`config.mk`:
```
export PLATFORM = sky130hd
export DESIGN_NAME = exception_unit
export DESIGN_NICKNAME = d
export VERILOG_FILES = /design/src/rtl/exc_pkg.sv /design/src/rtl/exc_prio_enc.sv /design/src/rtl/exception_unit.sv
export SDC_FILE = /design/constraint.sdc
export NUM_CORES = 1
export LEC_CHECK = 0
export ABC_AREA = 0
export CORE_UTILIZATION = 35
export CTS_CLUSTER_SIZE = 14
export DETAILED_ROUTE_END_ITERATION = 10
export PLACE_DENSITY = 0.78
export SYNTH_ARGS = -nofsm -noshare
export SYNTH_HDL_FRONTEND = slang
export SYNTH_SLANG_ARGS = --single-unit
```
`constraint.sdc`:
```
create_clock -name clock -period 1.8 [get_ports clock]
set_input_delay 0.27 -clock clock [delete_from_list [all_inputs] [get_ports clock]]
set_output_delay 0.27 -clock clock [all_outputs]
set_load 0.05 [all_outputs]
```
`src/rtl/exc_pkg.sv`:
```
// exc_pkg: shared types and helpers for the exception unit.
package exc_pkg;
    localparam int VEC_ENTRY_W = 8;

    typedef enum logic [2:0] {
        S_IDLE,
        S_VEC_REQ,
        S_VEC_WAIT,
        S_REDIRECT,
        S_RETURN
    } exc_state_t;

    // Big-endian byte lane: lane 0 is the most significant byte of the word.
    function automatic logic [VEC_ENTRY_W-1:0] vec_byte(input logic [31:0] word, input logic [1:0] lane);
        return word[31 - VEC_ENTRY_W*lane -: VEC_ENTRY_W];
    endfunction
endpackage

```
`src/rtl/exc_prio_enc.sv`:
```
// exc_prio_enc: lowest-index-first priority encoder.
module exc_prio_enc #(
    parameter int N  = 4,
    parameter int IW = 2
) (
    input  logic [N-1:0]  req,
    output logic          valid,
    output logic [IW-1:0] idx,
    output logic [N-1:0]  onehot
);
    always_comb begin
        valid  = |req;
        onehot = req & (~req + N'(1));
        idx    = '0;
        for (int i = N - 1; i >= 0; i--)
            if (req[i]) idx = IW'(i);
    end
endmodule

```
`src/rtl/exception_unit.sv`:
```
// exception_unit: prioritised, maskable exception controller with vector-table fetch and eret.
module exception_unit import exc_pkg::*; #(
    parameter int DATA_W     = 32,
    parameter int NUM_CAUSES = 4,
    parameter int VEC_BASE   = 252
) (
    input  logic                  clock,
    input  logic                  reset,
    input  logic [NUM_CAUSES-1:0] cause_req,
    input  logic [DATA_W-1:0]     epc_in,
    input  logic                  mask_we,
    input  logic [NUM_CAUSES-1:0] mask_wdata,
    input  logic                  eret,
    output logic                  mem_req,
    output logic [DATA_W-1:0]     mem_addr,
    input  logic                  mem_gnt,
    input  logic [DATA_W-1:0]     mem_rdata,
    output logic                  cpu_stall,
    output logic                  redirect_valid,
    output logic [DATA_W-1:0]     redirect_pc,
    output logic [DATA_W-1:0]     epc,
    output logic [DATA_W-1:0]     cause,
    output logic                  in_service
);
    localparam int IW = NUM_CAUSES > 1 ? $clog2(NUM_CAUSES) : 1;

    exc_state_t            state_q, state_d;
    logic [NUM_CAUSES-1:0] pending_q, pending_d, mask_q, mask_d, eligible, onehot;
    logic [DATA_W-1:0]     epc_q, epc_d, cause_q, cause_d, rpc_q, rpc_d;
    logic                  in_service_q, in_service_d, sel_valid, take, ret;
    logic [IW-1:0]         sel_idx;

    assign eligible = (pending_q | cause_req) & ~mask_q;

    exc_prio_enc #(.N(NUM_CAUSES), .IW(IW)) u_enc (
        .req    (eligible),
        .valid  (sel_valid),
        .idx    (sel_idx),
        .onehot (onehot)
    );

    always_comb begin
        take         = state_q == S_IDLE && sel_valid && !in_service_q && !eret;
        ret          = state_q == S_IDLE && eret && in_service_q;
        pending_d    = (pending_q | cause_req) & ~(take ? onehot : '0);
        mask_d       = mask_we ? mask_wdata : mask_q;
        epc_d        = take ? epc_in : epc_q;
        cause_d      = take ? DATA_W'(sel_idx) : cause_q;
        // Vector byte arrives in VEC_WAIT; eret reuses the same register for the EPC.
        rpc_d        = state_q == S_VEC_WAIT ? DATA_W'(vec_byte(mem_rdata[31:0], cause_q[1:0])) :
                       ret ? epc_q : rpc_q;
        in_service_d = state_q == S_REDIRECT ? 1'b1 : state_q == S_RETURN ? 1'b0 : in_service_q;
        case (state_q)
            S_IDLE:     state_d = ret ? S_RETURN : take ? S_VEC_REQ : S_IDLE;
            S_VEC_REQ:  state_d = mem_gnt ? S_VEC_WAIT : S_VEC_REQ;
            S_VEC_WAIT: state_d = S_REDIRECT;
            default:    state_d = S_IDLE;
        endcase
    end

    always_ff @(posedge clock) begin
        if (reset) begin
            state_q      <= S_IDLE;
            pending_q    <= '0;
            mask_q       <= '0;
            epc_q        <= '0;
            cause_q      <= '0;
            rpc_q        <= '0;
            in_service_q <= 1'b0;
        end else begin
            state_q      <= state_d;
            pending_q    <= pending_d;
            mask_q       <= mask_d;
            epc_q        <= epc_d;
            cause_q      <= cause_d;
            rpc_q        <= rpc_d;
            in_service_q <= in_service_d;
        end
    end

    assign mem_req        = state_q == S_VEC_REQ;
    assign mem_addr       = mem_req ? DATA_W'(VEC_BASE) + (cause_q & ~DATA_W'(3)) : '0;
    assign cpu_stall      = state_q != S_IDLE || take || ret;
    assign redirect_valid = state_q == S_REDIRECT || state_q == S_RETURN;
    assign redirect_pc    = rpc_q;
    assign epc            = epc_q;
    assign cause          = cause_q;
    assign in_service     = in_service_q;
endmodule

```
==> impl_metrics.py, run 1 <==
metrics = {
    "setup_path": {
        "crit_slowest_cell": "or3_4",
        "crit_chain": "or3_4 -> or3_4 -> o211ai_1 -> buf_4",
        "crit_required_ns": 1.53,
        "worstSetupEndpointType": "output port",
        "cp.arrival_ns": 1.81,
        "cp_slowest_stage_delay_ns": 0.38,
        "worst-r2r-cell-count": 5,
        "crit_path_max_fanout": 5,
        "cp_top_family": "simple AND/OR/NAND/NOR gates",
        "critPathBufInv": 1,
        "cp.depth": 4,
        "worstSetupPathType": "flip-flop to output port",
        "crit_top_cell": "or3_4",
        "start_kind": "flip-flop",
    },
    "timing": {
        "min_period_ns": 2.08,
        "post-route-period-util_pct": 116,
        "finalMaxSlewViolations": 0,
        "worst_pin_slew_ns": 0.566,
        "max_freq_ghz": 0.480,
        "setup_ws_ns": -0.284,
        "finalSetupViolCount": 1,
        "hold_viol": 0,
        "fin_skew_ns": 0.00521,
        "slew_headroom_pct": 62.2,
        "rsz0062_at_grt": "yes",
    },
    "power": {
        "irDropWorstVdd_uv": 510,
        "clkPwrFrac_pct": 30.2,
        "powerDensity_nw_per_um2": 897,
        "switching_power_w": 0.00170,
        "power.share.sequential_pct": 38.4,
        "power_w": 0.00500,
        "p_int_w": 0.00329,
        "switching_share_pct": 34.1,
        "pwr-share-comb_pct": 31.5,
        "cellLeakagePower_nw": 2.65,
    },
    "finish": {
        "synthToLayoutAreaGrowth_pct": 52.3,
        "n_fill_cell": 895,
        "num_antenna_cells": 0,
        "final_util_pct": 56.0,
        "ff_latch_area_sq_um": 1560,
        "multiInputGateArea_sq_um": 1730,
        "final_nets": 668,
        "drive_gt1_share_pct": 14.0,
    },
    "global_routing": {
        "grt_pass1_wl_um": 17200,
        "grt_pass1_vias": 3524,
        "grt_max_degree": 40,
        "grtUsageTotal_pct": 19.6,
        "grt-ovfl-total": 0,
        "antenna_found_initial": 0,
    },
    "clock_tree": {
        "path_clk_slew_ns": 0.08,
        "htreeDepth": 3,
        "ctsRootBufferMaster": "clkbuf_8",
        "cts_buffers": 9,
        "cts_tree": "yes",
        "clk_latency_ns": 0.34,
        "clock_path_buffers": 2,
        "cts.sinks": 78,
    },
    "floorplan": {
        "initial_core_util_pct": 36.7,
        "die_width_um": 104,
        "io_pins": 209,
        "core_area_sq_um": 9950,
        "die_area_sq_um": 10900,
        "placementRows": 36,
        "die_y_um": 104,
    },
    "synthesis": {
        "synth_edf_count": 0,
        "synth_mux_area_share_pct": 6.02,
        "yosysUniqueCellTypes": 32,
        "synth-xor-area-share_pct": 0,
        "netlist_area_sq_um": 3660,
        "async_flop_share_pct": 0,
        "synth_most_common_cell": "dfxtp_1",
        "synthSimpleGateAreaFrac_pct": 16.5,
        "synth_top_family_by_area": "compound AO/OA/AOI/OAI gates",
        "ys_ff_latch": 78,
        "synth_adder_area_share_pct": 0,
        "yosysSeqAreaShare_pct": 42.7,
        "yosys-top-cells-count": "78 x dfxtp_1, 64 x a21oi_1, 62 x buf_4",
        "synth_warnings": 0,
        "synth_top_area_share_pct": 42.7,
        "dominantRegCellSynth": "dfxtp_1",
        "synthTopCellsByArea": "dfxtp_1 43%, buf_4 13%, a21oi_1 8.8%, nand2_1 6.2%, nand3_1 5.1%",
        "synth_compound_area_share_pct": 18.3,
        "synth_area_leader_cell": "dfxtp_1",
        "synth_cells": 440,
        "syn_avg_cell_area_sq_um": 8.31,
    },
    "routing": {
        "wl_um": 10800,
        "remaining_drc_errors": 0,
        "num_vias": 3591,
        "drt-initial-drc-count": 169,
        "drt-wirelength-per-cell_um": 14.9,
        "vias_per_cell": 4.94,
        "drtPass1Iterations": 5,
        "route.antenna.remaining_nets": 0,
    },
    "outcome": {
        "status": "finished, violations left",
        "violations": "negative setup slack",
    },
    "place": {
        "place_congestion": 0.793,
        "preCtsSetupSlack_ns": -0.0617,
        "port_buffers": 152,
        "dp_hpwl_um": 7960,
    },
    "job": {
        "maxCapViolations": 0,
    },
    "min_path": {
        "hp-class": "input pin to flip-flop",
        "hold-path-cell-count": 2,
    },
}
==> layout make-up <==
type	count	share of cell area (%)
repair buffers	180	33.9
multi-input cells	322	31.0
flip-flops and latches	78	28.1
well taps	133	2.99
clock buffers	9	2.22
clock inverters	5	1.80
==> stage by stage <==
step / cell area, sq um / setup TNS [ns] / hold WS, ns / cells
floorplan: 3890 / -1.08 / 0.417 / 495
detailed placement: 5290 / -0.0756 / 0.450 / 713
CTS: 5500 / -0.292 / 0.300 / 727
finish: 5570 / -0.284 / 0.309 / 727
global route: 5570 / -0.362 / 0.310 / 727
global placement: 5290 / -0.0262 / 0.444 / 713
==> what timing repair did <==
action,CTS,global route
buffers inserted,0,0
hold buffers,0,0
endpoints found under the setup margin,17,32
hold endpoints to repair,0,0
pin swaps,0,0
gates resized for setup,17,31
==> power by group through the flow <==
stage / clock network, W / registers [W] / logic [W]
after floorplan: 0 / 0.00221 / 0.000844
after global placement: 0 / 0.00195 / 0.00157
after detailed placement: 0 / 0.00196 / 0.00159
after CTS: 0.00154 / 0.00192 / 0.00157
after global routing: 0.00161 / 0.00193 / 0.00165
final: 0.00151 / 0.00192 / 0.00157
==> flip-flops by register name, summed over array words and instances (netlist names) <==
name	flops
mask_q	4
cause	2
in_service	1
epc	32
redirect_pc	32
pending_q	4
state_q	3
==> path summary, 6_finish.rpt <==
check	from	endpoint	slack [ns]
worst max-delay path	state_q[0]	cpu_stall	-0.28
worst min-delay path	reset	mask_q[2]	0.31
worst min register to register	redirect_pc[21]	redirect_pc[21]	0.46
worst max register to register	state_q[0]	epc[7]	0.08
==> layer usage <==
| layer | up-vias | GRT usage (%) | wire (um) |
|---|---|---|---|
| met3 | 18 | 5.70 | 741 |
| li1 | 1708 | - | - |
| met4 | 0 | 5.10 | 159 |
| met1 | 1687 | 22.7 | 4390 |
| met5 | - | 0 | 0 |
| met2 | 178 | 35.0 | 5520 |
==> kinds of logic after synthesis <==
| family | after synthesis |
|---|---|
| flops | 78 |
| simple gates | 133 |
| buf+inv | 95 |
| other cells | 1 |
| mux | 12 |
| compound gates | 121 |
==> layout by cell type, fill, tap and decap left out, types with 2 or more instances in the layout <==
cell / count
a211oi_1: 3
a21oi_1: 64
a22oi_1: 4
a311oi_1: 5
buf_12: 13
buf_4: 36
bufinv_16: 3
clkbuf_8: 9
clkdlybuf4s50_1: 85
clkinv_2: 2
conb_1: 56
dfxtp_1: 76
dfxtp_2: 2
dlygate4sd2_1: 16
dlymetal6s2s_1: 29
mux2i_1: 4
mux4_2: 8
nand2_1: 60
nand2b_1: 2
nand3_1: 37
nor2_1: 17
nor3_1: 6
o21ai_0: 35
o21bai_1: 3
or2b_1: 2
or3_4: 2
Note: power is estimated with default switching activity, not from simulation.
==> run 2: changes to the inputs <==
--- a/config.mk
+++ b/config.mk
@@ -7,9 +7,8 @@
 export LEC_CHECK = 0
 export ABC_AREA = 0
 export CORE_UTILIZATION = 35
-export CTS_CLUSTER_SIZE = 14
 export DETAILED_ROUTE_END_ITERATION = 10
-export PLACE_DENSITY = 0.78
+export PLACE_DENSITY_LB_ADDON = 0.15
 export SYNTH_ARGS = -nofsm -noshare
 export SYNTH_HDL_FRONTEND = slang
 export SYNTH_SLANG_ARGS = --single-unit
==> impl_metrics.py, run 2 (synthesis gave the netlist of run 1 again) <==
metrics = {
    "timing": {
        "holdWs_ns": 0.276,
        "min_period_ns": 2.09,
        "finalMaxSlewViolations": 0,
        "worst_pin_slew_ns": 0.526,
        "max_freq_ghz": 0.477,
        "tns_ns": -0.295,
        "hold_viol": 0,
        "rsz0062_at_grt": "yes",
        "finalSetupViolCount": 1,
        "fin_skew_ns": 0.00568,
        "post-route-period-util_pct": 116,
        "slew_headroom_pct": 64.9,
        "setup_ws_ns": -0.295,
    },
    "routing": {
        "drtPass1Iterations": 4,
        "wl_um": 10400,
        "drt-wirelength-per-cell_um": 14.2,
        "remaining_drc_errors": 0,
        "drt-initial-drc-count": 154,
        "route.antenna.remaining_nets": 0,
        "vias_per_cell": 4.82,
        "num_vias": 3516,
    },
    "setup_path": {
        "worstSetupEndpointType": "output port",
        "crit_required_ns": 1.53,
        "cp.arrival_ns": 1.82,
        "worstSetupPathType": "flip-flop to output port",
        "crit_path_max_fanout": 4,
        "start_kind": "flip-flop",
    },
    "floorplan": {
        "die_width_um": 104,
        "initial_core_util_pct": 36.7,
        "io_pins": 209,
        "placementRows": 36,
        "die_y_um": 104,
        "core_area_sq_um": 9950,
        "die_area_sq_um": 10900,
    },
    "power": {
        "power_w": 0.00504,
        "p_int_w": 0.00329,
        "switching_share_pct": 34.6,
        "switching_power_w": 0.00174,
        "clkPwrFrac_pct": 31.1,
        "pwr-share-comb_pct": 31.0,
        "irDropWorstVdd_uv": 595,
        "powerDensity_nw_per_um2": 905,
        "power.share.sequential_pct": 38.0,
        "cellLeakagePower_nw": 2.58,
    },
    "place": {
        "preCtsSetupSlack_ns": -0.0686,
        "dp_hpwl_um": 7630,
        "place_congestion": 0.783,
        "port_buffers": 152,
    },
    "clock_tree": {
        "clk_latency_ns": 0.35,
        "ctsHoldBuffers": 0,
        "htreeDepth": 3,
        "cts.sinks": 78,
        "cts_buffers": 9,
        "cts_setup_buffers": 0,
        "path_clk_slew_ns": 0.08,
        "cts_resized": 29,
        "cts_tree": "yes",
        "clock_path_buffers": 2,
        "ctsRootBufferMaster": "clkbuf_8",
    },
    "global_routing": {
        "grt_pass1_vias": 3213,
        "grt_pass1_wl_um": 16500,
        "grt_max_degree": 31,
        "antenna_found_initial": 0,
        "grtUsageTotal_pct": 19.2,
        "grt-ovfl-total": 0,
    },
    "job": {
        "maxCapViolations": 0,
    },
    "finish": {
        "mostFrequentLayoutCells": "78 x clkdlybuf4s50_1, 77 x dfxtp_1, 64 x a21oi_1",
        "synthToLayoutAreaGrowth_pct": 52.1,
        "final_nets": 670,
        "final_util_pct": 55.9,
        "drive_gt1_share_pct": 14.7,
        "num_antenna_cells": 0,
        "final_common_cell": "clkdlybuf4s50_1",
    },
    "min_path": {
        "hp-class": "input pin to flip-flop",
    },
    "outcome": {
        "status": "finished, violations left",
        "violations": "negative setup slack",
    },
}
run 2: cell types whose count changed in the layout (fill, tap and decap cells not counted), moves of 5 or more:
cell             before  now
dlygate4sd2_1        16   29
clkdlybuf4s50_1      85   78
dlymetal6s2s_1       29   20
buf_4                36   41
run 2: layout make-up:
type | count | area (sq um)
fillers | 967 | 4390
repair buffers | 182 | 1860
multi-input cells | 322 | 1740
flip-flops and latches | 78 | 1560
well taps | 133 | 166
clock buffers | 9 | 124
clock inverters | 6 | 111
run 2: critical path, stage by stage (launching register included):
cell and delay (ns):
dfxtp_1 0.31, or3_4 0.38, or3_4 0.37, o211ai_1 0.18
buf_4 0.23
run 2: metal layers:
metal | global-route usage (%) | vias up | wire length, um | share of wire, %
met2 | 32.9 | 159 | 5140 | 50
li1 | - | 1708 | - | -
met3 | 4.32 | 12 | 685 | 6.6
met5 | 0 | - | 0 | 0
met1 | 23.9 | 1637 | 4410 | 43
met4 | 5.82 | 0 | 129 | 1.2
run 2: power groups by stage:
stage | Sequential, W | Clock [W] | Combinational (W)
2_1_floorplan | 0.00221 | 0 | 0.000844
3_3_place_gp | 0.00195 | 0 | 0.00158
3_5_place_dp | 0.00196 | 0 | 0.00159
4_1_cts | 0.00191 | 0.00161 | 0.00156
5_1_grt | 0.00193 | 0.00169 | 0.00164
6_report | 0.00191 | 0.00156 | 0.00156
run 2: final timing paths:
check             cells after the start         endpoint  slack [ns]             from
hold reg to reg                       2  redirect_pc[30]        0.46  redirect_pc[30]
hold / removal                        2           epc[6]        0.28            reset
setup / recovery                      4        cpu_stall       -0.29       state_q[0]
setup reg to reg                      5          epc[16]        0.05       state_q[0]
run 2: metrics by stage:
step	std cells	instance area, sq um
floorplan	495	3890
global placement	715	5310
detailed placement	715	5310
CTS	730	5510
global route	730	5560
finish	730	5560
